[src/rtl/lfsr_ctrl_pkg.sv]
// Shared encodings and default sizing for the LFSR sequencer.
package lfsr_ctrl_pkg;

   typedef enum logic [2:0] {
      ST_IDLE = 3'd0,
      ST_LOAD = 3'd1,
      ST_CAPT = 3'd2,
      ST_STEP = 3'd3,
      ST_CHK  = 3'd4
   } state_e;

   localparam int DEF_WIDTH     = 8;
   localparam int DEF_RATE_W    = 8;
   localparam int DEF_MAX_STEPS = 255;

endpackage

[src/rtl/rate_pacer.sv]
// Counts pacing ticks and fires once every max(rate,1) ticks; clear zeroes, freeze holds.
module rate_pacer
   import lfsr_ctrl_pkg::*;
#(
   parameter int RATE_W = DEF_RATE_W
) (
   input  logic              clk_i,
   input  logic              rst_i,
   input  logic              tick_i,
   input  logic              auto_en_i,
   input  logic [RATE_W-1:0] rate_i,
   input  logic              clear_i,
   input  logic              freeze_i,
   output logic              fire_o
);

   logic [RATE_W-1:0] cnt_q, cnt_d;
   logic [RATE_W-1:0] lim;

   assign lim = (rate_i == '0) ? '0 : rate_i - RATE_W'(1);

   always_comb begin
      cnt_d  = cnt_q;
      fire_o = 1'b0;
      if (!auto_en_i || clear_i) begin
         cnt_d = '0;
      end else if (tick_i && !freeze_i) begin
         // >= so that lowering rate mid-count still fires instead of wrapping
         if (cnt_q >= lim) begin
            fire_o = 1'b1;
            cnt_d  = '0;
         end else begin
            cnt_d = cnt_q + RATE_W'(1);
         end
      end
   end

   always_ff @(posedge clk_i or posedge rst_i) begin
      if (rst_i) cnt_q <= '0;
      else       cnt_q <= cnt_d;
   end

endmodule

[src/rtl/lfsr_seq_ctrl.sv]
// Issues step/load strobes (manual or auto-paced) and measures the LFSR period for the current poly.
// All outputs registered; a measurement keeps busy high for 2 + 2*P cycles.
module lfsr_seq_ctrl
   import lfsr_ctrl_pkg::*;
#(
   parameter int WIDTH     = DEF_WIDTH,
   parameter int RATE_W    = DEF_RATE_W,
   parameter int MAX_STEPS = DEF_MAX_STEPS
) (
   input  logic              clk_i,
   input  logic              rst_i,
   input  logic              nxt_i,
   input  logic              tick_i,
   input  logic              auto_en_i,
   input  logic [RATE_W-1:0] rate_i,
   input  logic              meas_req_i,
   input  logic [3:0]        poly_i,
   input  logic [WIDTH-1:0]  seq_in_i,
   output logic              step_o,
   output logic              load_o,
   output logic [WIDTH-1:0]  period_o,
   output logic              period_valid_o,
   output logic              timeout_o,
   output logic              busy_o
);

   localparam logic [WIDTH-1:0] MAX_C = WIDTH'(MAX_STEPS);

   state_e           state_q, state_d;
   logic             step_q, step_d;
   logic             load_q, load_d;
   logic             busy_q, busy_d;
   logic             valid_q, valid_d;
   logic             timeout_q, timeout_d;
   logic [WIDTH-1:0] period_q, period_d;
   logic [WIDTH-1:0] ref_q, ref_d;
   logic [WIDTH-1:0] cnt_q, cnt_d;
   logic [3:0]       poly_q, poly_d;

   logic idle_free;
   logic nxt_acc;
   logic fire;

   // step_q blocks back-to-back strobes while idle
   assign idle_free = (state_q == ST_IDLE) && !step_q;
   assign nxt_acc   = idle_free && nxt_i && !meas_req_i;

   rate_pacer #(.RATE_W(RATE_W)) u_pacer (
      .clk_i     (clk_i),
      .rst_i     (rst_i),
      .tick_i    (tick_i),
      .auto_en_i (auto_en_i),
      .rate_i    (rate_i),
      .clear_i   (nxt_acc),
      .freeze_i  (!idle_free || meas_req_i),
      .fire_o    (fire)
   );

   always_comb begin
      state_d   = state_q;
      step_d    = 1'b0;
      cnt_d     = cnt_q;
      ref_d     = ref_q;
      period_d  = period_q;
      valid_d   = valid_q;
      timeout_d = timeout_q;
      poly_d    = poly_q;

      case (state_q)
         ST_IDLE: begin
            if (meas_req_i) state_d = ST_LOAD;
            else            step_d  = nxt_acc || fire;
         end
         ST_LOAD: state_d = ST_CAPT;
         ST_CAPT: begin
            ref_d   = seq_in_i;
            cnt_d   = '0;
            state_d = ST_STEP;
         end
         ST_STEP: begin
            cnt_d   = cnt_q + WIDTH'(1);
            state_d = ST_CHK;
         end
         ST_CHK: begin
            if (seq_in_i == ref_q) begin
               period_d  = cnt_q;
               valid_d   = 1'b1;
               timeout_d = 1'b0;
               state_d   = ST_IDLE;
            end else if (cnt_q == MAX_C) begin
               period_d  = '0;
               valid_d   = 1'b0;
               timeout_d = 1'b1;
               state_d   = ST_IDLE;
            end else begin
               state_d = ST_STEP;
            end
         end
         default: state_d = ST_IDLE;
      endcase

      // A new polynomial invalidates results and aborts any run in flight
      if (poly_i != poly_q) begin
         poly_d    = poly_i;
         valid_d   = 1'b0;
         timeout_d = 1'b0;
         period_d  = period_q;
         if (state_q != ST_IDLE) state_d = ST_IDLE;
      end

      load_d = (state_d == ST_LOAD);
      step_d = step_d || (state_d == ST_STEP);
      busy_d = (state_d != ST_IDLE);
   end

   always_ff @(posedge clk_i or posedge rst_i) begin
      if (rst_i) begin
         state_q   <= ST_IDLE;
         step_q    <= 1'b0;
         load_q    <= 1'b0;
         busy_q    <= 1'b0;
         valid_q   <= 1'b0;
         timeout_q <= 1'b0;
         period_q  <= '0;
         ref_q     <= '0;
         cnt_q     <= '0;
         poly_q    <= '0;
      end else begin
         state_q   <= state_d;
         step_q    <= step_d;
         load_q    <= load_d;
         busy_q    <= busy_d;
         valid_q   <= valid_d;
         timeout_q <= timeout_d;
         period_q  <= period_d;
         ref_q     <= ref_d;
         cnt_q     <= cnt_d;
         poly_q    <= poly_d;
      end
   end

   assign step_o         = step_q;
   assign load_o         = load_q;
   assign busy_o         = busy_q;
   assign period_o       = period_q;
   assign period_valid_o = valid_q;
   assign timeout_o      = timeout_q;

endmodule

[config.mk]
export PLATFORM = sky130hd
export DESIGN_NAME = lfsr_seq_ctrl
export DESIGN_NICKNAME = d
export VERILOG_FILES = /design/src/rtl/lfsr_ctrl_pkg.sv /design/src/rtl/rate_pacer.sv /design/src/rtl/lfsr_seq_ctrl.sv
export SDC_FILE = /design/constraint.sdc
export NUM_CORES = 1
export LEC_CHECK = 0
export ABC_AREA = 1
export CORE_AREA = 2 2 74 76
export DETAILED_ROUTE_END_ITERATION = 8
export DIE_AREA = 0 0 76 78
export PLACE_DENSITY = 0.8
export REMOVE_ABC_BUFFERS = 1
export SYNTH_ARGS = -nofsm -noshare
export SYNTH_HDL_FRONTEND = slang
export SYNTH_SLANG_ARGS = --single-unit
[constraint.sdc]
create_clock -name clk_i -period 2.55 [get_ports clk_i]
set_clock_uncertainty 0.05 [all_clocks]
set_input_delay 0.255 -clock clk_i [delete_from_list [all_inputs] [get_ports clk_i]]
set_output_delay 0.255 -clock clk_i [all_outputs]
set_load 0.05 [all_outputs]
==> run summary <==
# setup viols final -> 0
R2R Path End -> u_pacer.cnt_q[3]
Metal-1 WL -> 2360 um
largest net degree at the start of global routing -> 45
most common cell after layout, fill and taps aside -> nand2_1
critical path type -> in2reg
Rel. slew slack -> 0.641
Top FF cell, synth -> dfrtp_1
CTS Buf Count -> 5
drt pass-1 iters -> 4
VDD IR max -> 554 uV
xor and xnor area share after synthesis -> 0.0386
MaxCap Viol Count -> 0
Sw Share -> 0.283
I/O pin cnt -> 39
combinational share of power -> 0.210
Hold WS -> 0.340 ns
Netlist Area Pre-Place -> 2500 um^2
clock tree sinks -> 44
sequential cell area -> 1100 um^2
final slew viol count -> 0
Top Metal Used -> met4
number of diodes -> 0
die height -> 78 um
Syn Area/Cell -> 7.73 um^2
vias per inst -> 4.75
largest family of logic cells by synthesized area -> simple AND/OR/NAND/NOR gates
shortest period the worst path allows -> 2.35 ns
Synth cell types -> 32
Slew @ Worst Pin -> 0.539 ns
Starting Density -> 0.495
Rows -> 26
met3 wire len -> 208 um
Clock Tree Root -> clkbuf_8
Worst-path clk slew -> 0.08 ns
status -> finished, final reports clean
most used cell, CP -> nor2_1
antenna violations before repair -> 0
Met2 Routed Length -> 2380 um
number of synthesized register bits -> 44
total grt overflow -> 0
flop-to-flop setup slack -> 0.80 ns
Compound-Gate Fraction of Synth Area -> 0.0937
Syn. warnings -> 0
fillcell total -> 444
area of the multi-input gates -> 1250 um^2
most frequent cells in the layout -> nand2_1, dfrtp_1, inv_1
mux share of post-synthesis cell area -> 0
cell family with most CP delay -> buffers and inverters
Total GRT Usage -> 0.182
final hold violations -> 0
Port Buffers -> 38
CTS max path bufs -> 2
cell count after synthesis -> 323
Layout Area Growth over Synthesis -> 29.8%
Worst Path Required -> 2.73 ns
Critical Path Source Type -> primary input
Hold WC Path Type -> in2async
Post-synth EDFFs -> 0
initial drt markers -> 165
post-synthesis adder-cell area fraction -> 0.0551
clock share of power -> 0.305
sequential power share -> 0.485
CORE AREA -> 5040 um^2
worst-path cell chain -> clkdlybuf4s50_1 > nor3_1 > nand2_1 > nor2_1 > nor2_1 > a21oi_1 > ha_1 > nand2_1 > a21oi_1 > a211oi_1 > buf_4 > nand2_2 > o21ai_2 > inv_2 > nor2_1
TritonCTS clock tree -> done
# DRC -> 0
Net Sw Power -> 0.000486 W
worst flop-to-flop path startpoint -> u_pacer.cnt_q[7]
hold_buf cts -> 0
kind of end point of the critical path -> register
die area -> 5930 um^2
Routed WL -> 5070 um
HPWL Detailed -> 3810 um
Pwr Total -> 0.00172 W
vias in the first global route -> 2139
layout cells sized above 1 -> 0.150
Bufs and invs on worst path -> 3
Vias -> 2132
gpl congestion -> 0.846
Clk Latency, worst-skew pair -> 0.30 ns
Nets -> 415
Leak -> 1.61 nW
Crit Path Max Fanout -> 5
Register-to-Register Path Depth -> 9
critical path depth -> 15
Die Wd -> 76 um
Seq/Total Area, Yosys -> 0.441
Critical Path AT -> 2.53 ns
Slowest cell on crit path -> clkdlybuf4s50_1
Post-DRT Antenna Nets -> 0
fmax -> 426 MHz
max incr delay on CP -> 0.50 ns
Pint -> 0.00123 W
simple logic cell fraction of the synthesized area -> 0.285
Final period util -> 0.921
DR WL/cell -> 11.3 um
ys async rst share -> 1.00
first-pass GRT wire length -> 8850 um
CTS H-Tree Depth -> 2
Power Density -> 530 nW/um^2
-- final cells by class --
class | count | share of cell area
clock buffers | 5 | 0.0212
flip-flops and latches | 44 | 0.340
well taps | 70 | 0.0270
repair buffers | 54 | 0.157
clock inverters | 3 | 0.0131
multi-input cells | 224 | 0.385
inverters | 49 | 0.0568
-- kinds of logic (layout without fill, tap and decap cells) --
family | after synthesis | count (layout)
and+or+nand+nor | 160 | 160
buffers and inverters | 55 | 111
DFF | 44 | 44
AOI/OAI and AO/OA | 42 | 42
adders and majority gates | 11 | 11
xor gates and xnor gates | 11 | 11
-- Yosys cell counts, drive strengths merged, types with 4 or more instances --
master,count,area [um^2]
nand2,97,369
or2,4,25.0
clkbuf,4,15.0
nand3,15,85.1
o21ai,20,100
o22ai,4,25.0
xor2,5,43.8
nor2,30,130
xnor2,6,52.6
dfrtp,44,1100
ha,11,138
nor3,8,50.1
nand4,4,25.0
inv,49,184
a21oi,11,55.1
-- routing by layer --
metal,up-vias,global-route usage
met1,941,0.226
met5,-,0
met2,43,0.313
met3,11,0.0465
met4,0,0.0564
li1,1137,-
-- timing repair --
| action | 4_1_cts | 5_1_grt |
|---|---|---|
| resized for setup | 1 | 24 |
| pin swaps | 0 | 15 |
| setup buffers | 0 | 1 |
| setup endpoints to repair | 6 | 9 |
-- worst max path at each step --
stage,endpoint,startpoint,slack (ns)
2_1_floorplan,u_pacer.cnt_q[3],rate_i[0],0.30
3_3_place_gp,u_pacer.cnt_q[7],rate_i[0],-0.24
3_5_place_dp,u_pacer.cnt_q[7],rate_i[0],-0.33
4_1_cts,step_o,rate_i[0],-0.02
5_1_grt,u_pacer.cnt_q[3],rate_i[3],-0.02
6_report,u_pacer.cnt_q[3],rate_i[3],0.20
-- state kept, by name, summed over array words and instances, names as in the netlist --
register and flops:
load_o 1, cnt_q 8, state_q 3, period_valid_o 1, timeout_o 1, poly_q 4, period_o 8, ref_q 8
busy_o 1, u_pacer.cnt_q 8, step_o 1
-- per-stage QoR --
stage	std cells	worst slack, ns	area (um^2)	util	setup TNS (ns)
after floorplan	317	0.302	2460	-	0
after global placement	440	-0.238	3050	0.604	-1.86
after detailed placement	440	-0.325	3050	0.604	-2.58
after CTS	448	-0.0198	3160	0.626	-0.0925
after global routing	449	-0.0235	3240	0.642	-0.0282
final	449	0.200	3240	0.642	0
-- worst reg2reg max path: stages (launching register included) --
cell and delay (ns):
dfrtp_1 0.41, ha_1 0.33, nand2_1 0.08, a21oi_1 0.04
a211oi_1 0.22, buf_4 0.17, nand2_2 0.07, o21ai_2 0.15
inv_2 0.08, nor2_1 0.10
-- power groups by stage --
stage,Clock (W),Combinational [W],Sequential (W)
2_1_floorplan,0,0.000217,0.000858
3_3_place_gp,0,0.000338,0.000843
3_5_place_dp,0,0.000352,0.000846
4_1_cts,0.000540,0.000354,0.000833
5_1_grt,0.000571,0.000414,0.000844
6_report,0.000524,0.000361,0.000833
Note: power is estimated with default switching activity, not from simulation.
